<file path="src/rtl/fsm_encaixotamento.sv">
// Case-packing controller: counts approved bottles into cases, handshakes case removal and
// placement, queues bottles arriving during an exchange and alarms on a stalled handshake.
module fsm_encaixotamento #(
   parameter int GARRAFAS_POR_CAIXA = 12,
   parameter int PENDENTE_MAX       = 3,
   parameter int TIMEOUT_CICLOS     = 1000,
   parameter int W_TOTAL            = 8
) (
   input  logic               CLOCK,
   input  logic               RESET_N,
   input  logic               INCREMENTA_DUZIA,
   input  logic               CAIXA_RETIRADA,
   input  logic               CAIXA_POSICIONADA,
   input  logic               LIMPA_ALARME,
   output logic [3:0]         CONTAGEM,
   output logic [1:0]         PENDENTE,
   output logic               CAIXA_PRONTA,
   output logic               PARAR_ESTEIRA,
   output logic               ALARME,
   output logic               ERRO_PERDA,
   output logic [W_TOTAL-1:0] TOTAL_CAIXAS
);

   localparam int TW = (TIMEOUT_CICLOS > 2) ? $clog2(TIMEOUT_CICLOS) : 1;
   localparam logic [3:0]    CHEIA = 4'(GARRAFAS_POR_CAIXA);
   localparam logic [1:0]    PMAX  = 2'(PENDENTE_MAX);
   localparam logic [TW-1:0] T_LIM = TW'(TIMEOUT_CICLOS - 1);

   typedef enum logic [1:0] {
      ENCHENDO,
      AGUARDA_RETIRADA,
      AGUARDA_NOVA,
      EM_ALARME
   } estado_t;

   estado_t              estado, estado_nxt;
   logic [3:0]           contagem, contagem_nxt;
   logic [1:0]           pendente, pendente_nxt;
   logic [W_TOTAL-1:0]   total, total_nxt;
   logic [TW-1:0]        timer, timer_nxt;
   logic                 erro, erro_nxt;

   always_comb begin
      estado_nxt   = estado;
      contagem_nxt = contagem;
      pendente_nxt = pendente;
      total_nxt    = total;
      timer_nxt    = timer;
      erro_nxt     = erro;

      // Any bottle arriving while no case is being filled goes to the holding queue.
      if (estado != ENCHENDO && INCREMENTA_DUZIA) begin
         if (pendente == PMAX) erro_nxt = 1'b1;
         else                  pendente_nxt = pendente + 2'd1;
      end

      case (estado)
         ENCHENDO: begin
            if (INCREMENTA_DUZIA) begin
               contagem_nxt = contagem + 4'd1;
               if (contagem_nxt == CHEIA) estado_nxt = AGUARDA_RETIRADA;
            end
         end
         AGUARDA_RETIRADA: begin
            if (CAIXA_RETIRADA) begin
               total_nxt    = total + W_TOTAL'(1);
               contagem_nxt = '0;
               estado_nxt   = AGUARDA_NOVA;
            end else if (timer == T_LIM) begin
               contagem_nxt = '0;
               estado_nxt   = EM_ALARME;
            end else begin
               timer_nxt = timer + TW'(1);
            end
         end
         AGUARDA_NOVA: begin
            if (CAIXA_POSICIONADA) begin
               // The queued bottles and a coincident pulse all start the new case.
               contagem_nxt = {2'b00, pendente} + {3'b000, INCREMENTA_DUZIA};
               pendente_nxt = '0;
               erro_nxt     = erro;
               estado_nxt   = (contagem_nxt == CHEIA) ? AGUARDA_RETIRADA : ENCHENDO;
            end else if (timer == T_LIM) begin
               estado_nxt = EM_ALARME;
            end else begin
               timer_nxt = timer + TW'(1);
            end
         end
         EM_ALARME: begin
            contagem_nxt = '0;
            if (LIMPA_ALARME) estado_nxt = AGUARDA_NOVA;
         end
      endcase

      if (estado_nxt != estado) timer_nxt = '0;
   end

   always_ff @(posedge CLOCK or negedge RESET_N) begin
      if (!RESET_N) begin
         estado        <= ENCHENDO;
         contagem      <= '0;
         pendente      <= '0;
         total         <= '0;
         timer         <= '0;
         erro          <= 1'b0;
         CAIXA_PRONTA  <= 1'b0;
         PARAR_ESTEIRA <= 1'b0;
         ALARME        <= 1'b0;
      end else begin
         estado        <= estado_nxt;
         contagem      <= contagem_nxt;
         pendente      <= pendente_nxt;
         total         <= total_nxt;
         timer         <= timer_nxt;
         erro          <= erro_nxt;
         CAIXA_PRONTA  <= (estado_nxt == AGUARDA_RETIRADA);
         PARAR_ESTEIRA <= (pendente_nxt == PMAX) || (estado_nxt == EM_ALARME);
         ALARME        <= (estado_nxt == EM_ALARME);
      end
   end

   assign CONTAGEM     = contagem;
   assign PENDENTE     = pendente;
   assign ERRO_PERDA   = erro;
   assign TOTAL_CAIXAS = total;

endmodule
</file>
<file path="config.mk">
export PLATFORM = sky130hd
export DESIGN_NAME = fsm_encaixotamento
export DESIGN_NICKNAME = d
export VERILOG_FILES = /design/src/rtl/fsm_encaixotamento.sv
export SDC_FILE = /design/constraint.sdc
export NUM_CORES = 1
export LEC_CHECK = 0
export CAP_MARGIN = 10
export CORE_MARGIN = 2
export CORE_UTILIZATION = 55
export CTS_BUF_LIST = sky130_fd_sc_hd__clkbuf_4
export CTS_CLUSTER_SIZE = 12
export DETAILED_ROUTE_END_ITERATION = 7
export PLACE_DENSITY = 0.81
export SLEW_MARGIN = 5
export SYNTH_ARGS = -nofsm -noshare
export SYNTH_HDL_FRONTEND = slang
export SYNTH_SLANG_ARGS = --single-unit
</file>
<file path="constraint.sdc">
create_clock -name CLOCK -period 2.9 [get_ports CLOCK]
set_input_delay 0.435 -clock CLOCK [delete_from_list [all_inputs] [get_ports CLOCK]]
set_output_delay 0.435 -clock CLOCK [all_outputs]
set_load 0.02 [all_outputs]
</file>
==> impl_metrics.py <==
metrics = {
    "cells_and_area": {
        "drive_gt1_share_pct": 9.677,
        "area_growth_pct": 19.80,
        "fin_nets": 196,
        "antenna_cells": 0,
        "fin_util_pct": 69.68,
        "stdcell_count": 217,
    },
    "global_routing": {
        "grt_pass1_vias": 1263,
        "grt_pass1_wl_mm": 5.699,
        "antenna_found_initial": 0,
        "overflow": 0,
        "grt_util_all_layers_pct": 22.23,
        "grt_max_degree": 31,
    },
    "floorplan": {
        "die_h_um": 58.24,
        "placementRows": 19,
        "initial_utilization_pct": 58.16,
        "die_w_um": 58.24,
        "ios": 24,
        "core-area_mm2": 0.002781,
        "die_area_mm2": 0.003391,
    },
    "timing": {
        "rsz0062_at_grt": "no",
        "period_needed_ns": 2.161,
        "hold_ws_ns": 0.4729,
        "max_freq_ghz": 0.4628,
        "fin_crit_sh_pct": 74.51,
        "setup_violations": 0,
        "finalClockSkew_ns": 0.007885,
        "drv_slew": 0,
        "hold_violations": 0,
        "layout_setup_ws_ns": 0.7393,
        "final.setup.tns_ns": 0,
        "tightestPinTransition_ns": 0.7863,
        "max_slew_margin_pct": 47.27,
    },
    "yosys": {
        "synth_area_per_cell_um2": 10.24,
        "synth-async-reset-ratio_pct": 100.0,
        "synth_fp_nets": 169,
        "yosys_warnings": 0,
        "synthFlopType": "dfrtp_1",
        "netlist_area_mm2": 0.001618,
        "ys_seq_elements": 30,
        "synth_edf_count": 0,
        "ys_seq_area_share_pct": 46.40,
        "syn_inst": 158,
        "synth_cell_type_count": 48,
    },
    "setup_path": {
        "slowest_stage": "o31ai_2",
        "r2r_start": "timer[0]",
        "critPathLaunchType": "register",
        "cp_top_family": "compound AO/OA/AOI/OAI gates",
        "rrSetupSlack_ns": 0.74,
        "crit_type": "register to register",
        "required_ns": 3.08,
        "critical_path.endpoint_type": "register",
        "max_stage_delay_ns": 0.72,
        "critPathBufInv": 0,
        "r2r_cells": 5,
        "critical_path.cell_chain": "ha_1 -> and4_1 -> nand4_1 -> o31ai_2 -> nor3_1",
        "cp_max_fo": 10,
        "arrival_ns": 2.34,
        "worst_r2r_endpoint": "timer[8]",
    },
    "route": {
        "detail_route.wl_per_cell_um": 15.05,
        "drt_iter0_drc": 46,
        "wl_mm": 3.266,
        "via_per_inst": 6.092,
        "drt_first_pass_iters": 4,
        "num_vias": 1322,
        "detail-route-antenna-nets": 0,
        "drc": 0,
    },
    "pwr": {
        "power_leakage_uw": 0.0008270,
        "power.density_mw_per_mm2": 808.0,
        "ir_drop_mv": 0.6462,
    },
    "clock_network": {
        "cts_buffers": 5,
        "ctsHoldBuffers": 0,
        "clockBufferDepth": 2,
        "cts_tree": "built",
        "post_cts_buffers": 0,
        "cts.sink_count": 30,
        "cts_root_buf": "clkbuf_4",
        "cts_resized": 0,
        "h-tree-depth": 2,
        "path_clk_slew_ns": 0.09,
        "worstSkewPairLatency_ns": 0.33,
    },
    "min_path": {
        "hp-start": "ERRO_PERDA",
        "min_path_cells": 2,
        "hold_end": "ERRO_PERDA",
        "hold_path_class": "register to register",
    },
    "placement": {
        "place.gp.congestion": 0.8803,
        "dp_hpwl_mm": 2.452,
        "dp_slack_ns": 0.6726,
        "dp_cells": 209,
        "io_buffer_count": 23,
    },
    "job": {
        "cap_violations": 0,
    },
    "status": {
        "outcome": "finished clean",
    },
}
-- cell usage in the layout (no fill, tap or decap), types with 2 or more instances in the layout --
cell type	instances
nand4_1	5
nor3_1	7
or4_1	2
nand2_1	6
clkdlybuf4s50_1	23
o22ai_1	2
o211ai_1	3
nor2b_1	3
a211oi_1	6
xor2_1	5
mux2_2	2
and2_1	2
buf_4	3
and4_1	4
xnor2_1	6
nand3_1	5
dfrtp_1	30
ha_1	5
or3_1	5
clkbuf_4	6
o2111ai_1	2
nor2_1	9
inv_1	7
o31ai_1	2
o21ai_0	8
a21oi_1	3
a21o_1	3
-- cell families (layout without fill, tap and decap cells) --
family	Yosys count	in the layout	share of synthesized area (%)
multiplexers	3	3	2.011
AO/OA/AOI/OAI	38	38	17.17
adder cells (fa/ha/maj)	5	5	3.867
XOR/XNOR	11	11	5.955
flip-flops	30	30	46.40
buffers and inverters	13	41	3.170
AND/OR/NAND/NOR	58	58	21.42
-- power breakdown --
part	switching, uW	internal [uW]
Combinational	370	320
Clock	139	100
Sequential	128	510
Total	636	930
-- metrics by stage --
step                      power, uW  area [um2]
after floorplan                1062        1618
after global placement         1304        1884
after detailed placement       1337        1884
after CTS                      1574        1938
after global routing           1685        1938
final                          1566        1938
-- cell usage after synthesis, types with 3 or more instances --
| master | instances | share of area, % |
|---|---|---|
| nand3_1 | 5 | 1.5 |
| nor2_1 | 9 | 2.1 |
| inv_1 | 7 | 1.6 |
| xnor2_1 | 6 | 3.2 |
| ha_1 | 5 | 3.9 |
| nand4_1 | 5 | 1.9 |
| dfrtp_1 | 30 | 46 |
| or3_1 | 5 | 1.9 |
| a21oi_1 | 3 | 0.93 |
| a21o_1 | 3 | 1.4 |
| xor2_1 | 5 | 2.7 |
| o211ai_1 | 3 | 1.4 |
| nor3_1 | 7 | 2.2 |
| o21ai_0 | 8 | 2.5 |
| a211oi_1 | 6 | 2.8 |
| and4_1 | 4 | 2.2 |
| nand2_1 | 6 | 1.4 |
| clkbuf_1 | 3 | 0.70 |
| nor2b_1 | 3 | 1.2 |
-- routing by layer --
metal	vias up	share of wire [%]	global-route usage [%]
met5	-	0	0
met4	0	2.3	9.302
li1	655	-	-
met1	634	45	30.36
met2	25	49	34.90
met3	8	3.6	4.018
-- final cells by class --
type	instances	area, um2
well taps	31	38.79
repair buffers	26	252.7
clock inverters	2	8.758
flip-flops and latches	30	750.7
multi-input cells	115	815.8
inverters	7	26.28
fillers	219	843.3
clock buffers	6	45.04
-- registers in the layout, indices dropped and copies added, names as in the netlist --
register and cells:
TOTAL_CAIXAS 8, PENDENTE 2, estado 2, timer 10, ALARME 1, PARAR_ESTEIRA 1
CAIXA_PRONTA 1, CONTAGEM 4, ERRO_PERDA 1
-- worst reg2reg max path, cell delays in order (launching register included) --
cell and delay [ns]:
dfrtp_1 0.39, ha_1 0.21, and4_1 0.29, nand4_1 0.27
o31ai_2 0.72, nor3_1 0.14
-- worst max path at each step --
stage,start,end,cells after the start
global route,timer[0],timer[8],5
global placement,CAIXA_RETIRADA,timer[9],5
CTS,timer[0],timer[8],5
detailed placement,CAIXA_RETIRADA,timer[9],5
finish,timer[0],timer[8],5
floorplan,timer[0],timer[4],5
Power figures use the tool's default switching activity.
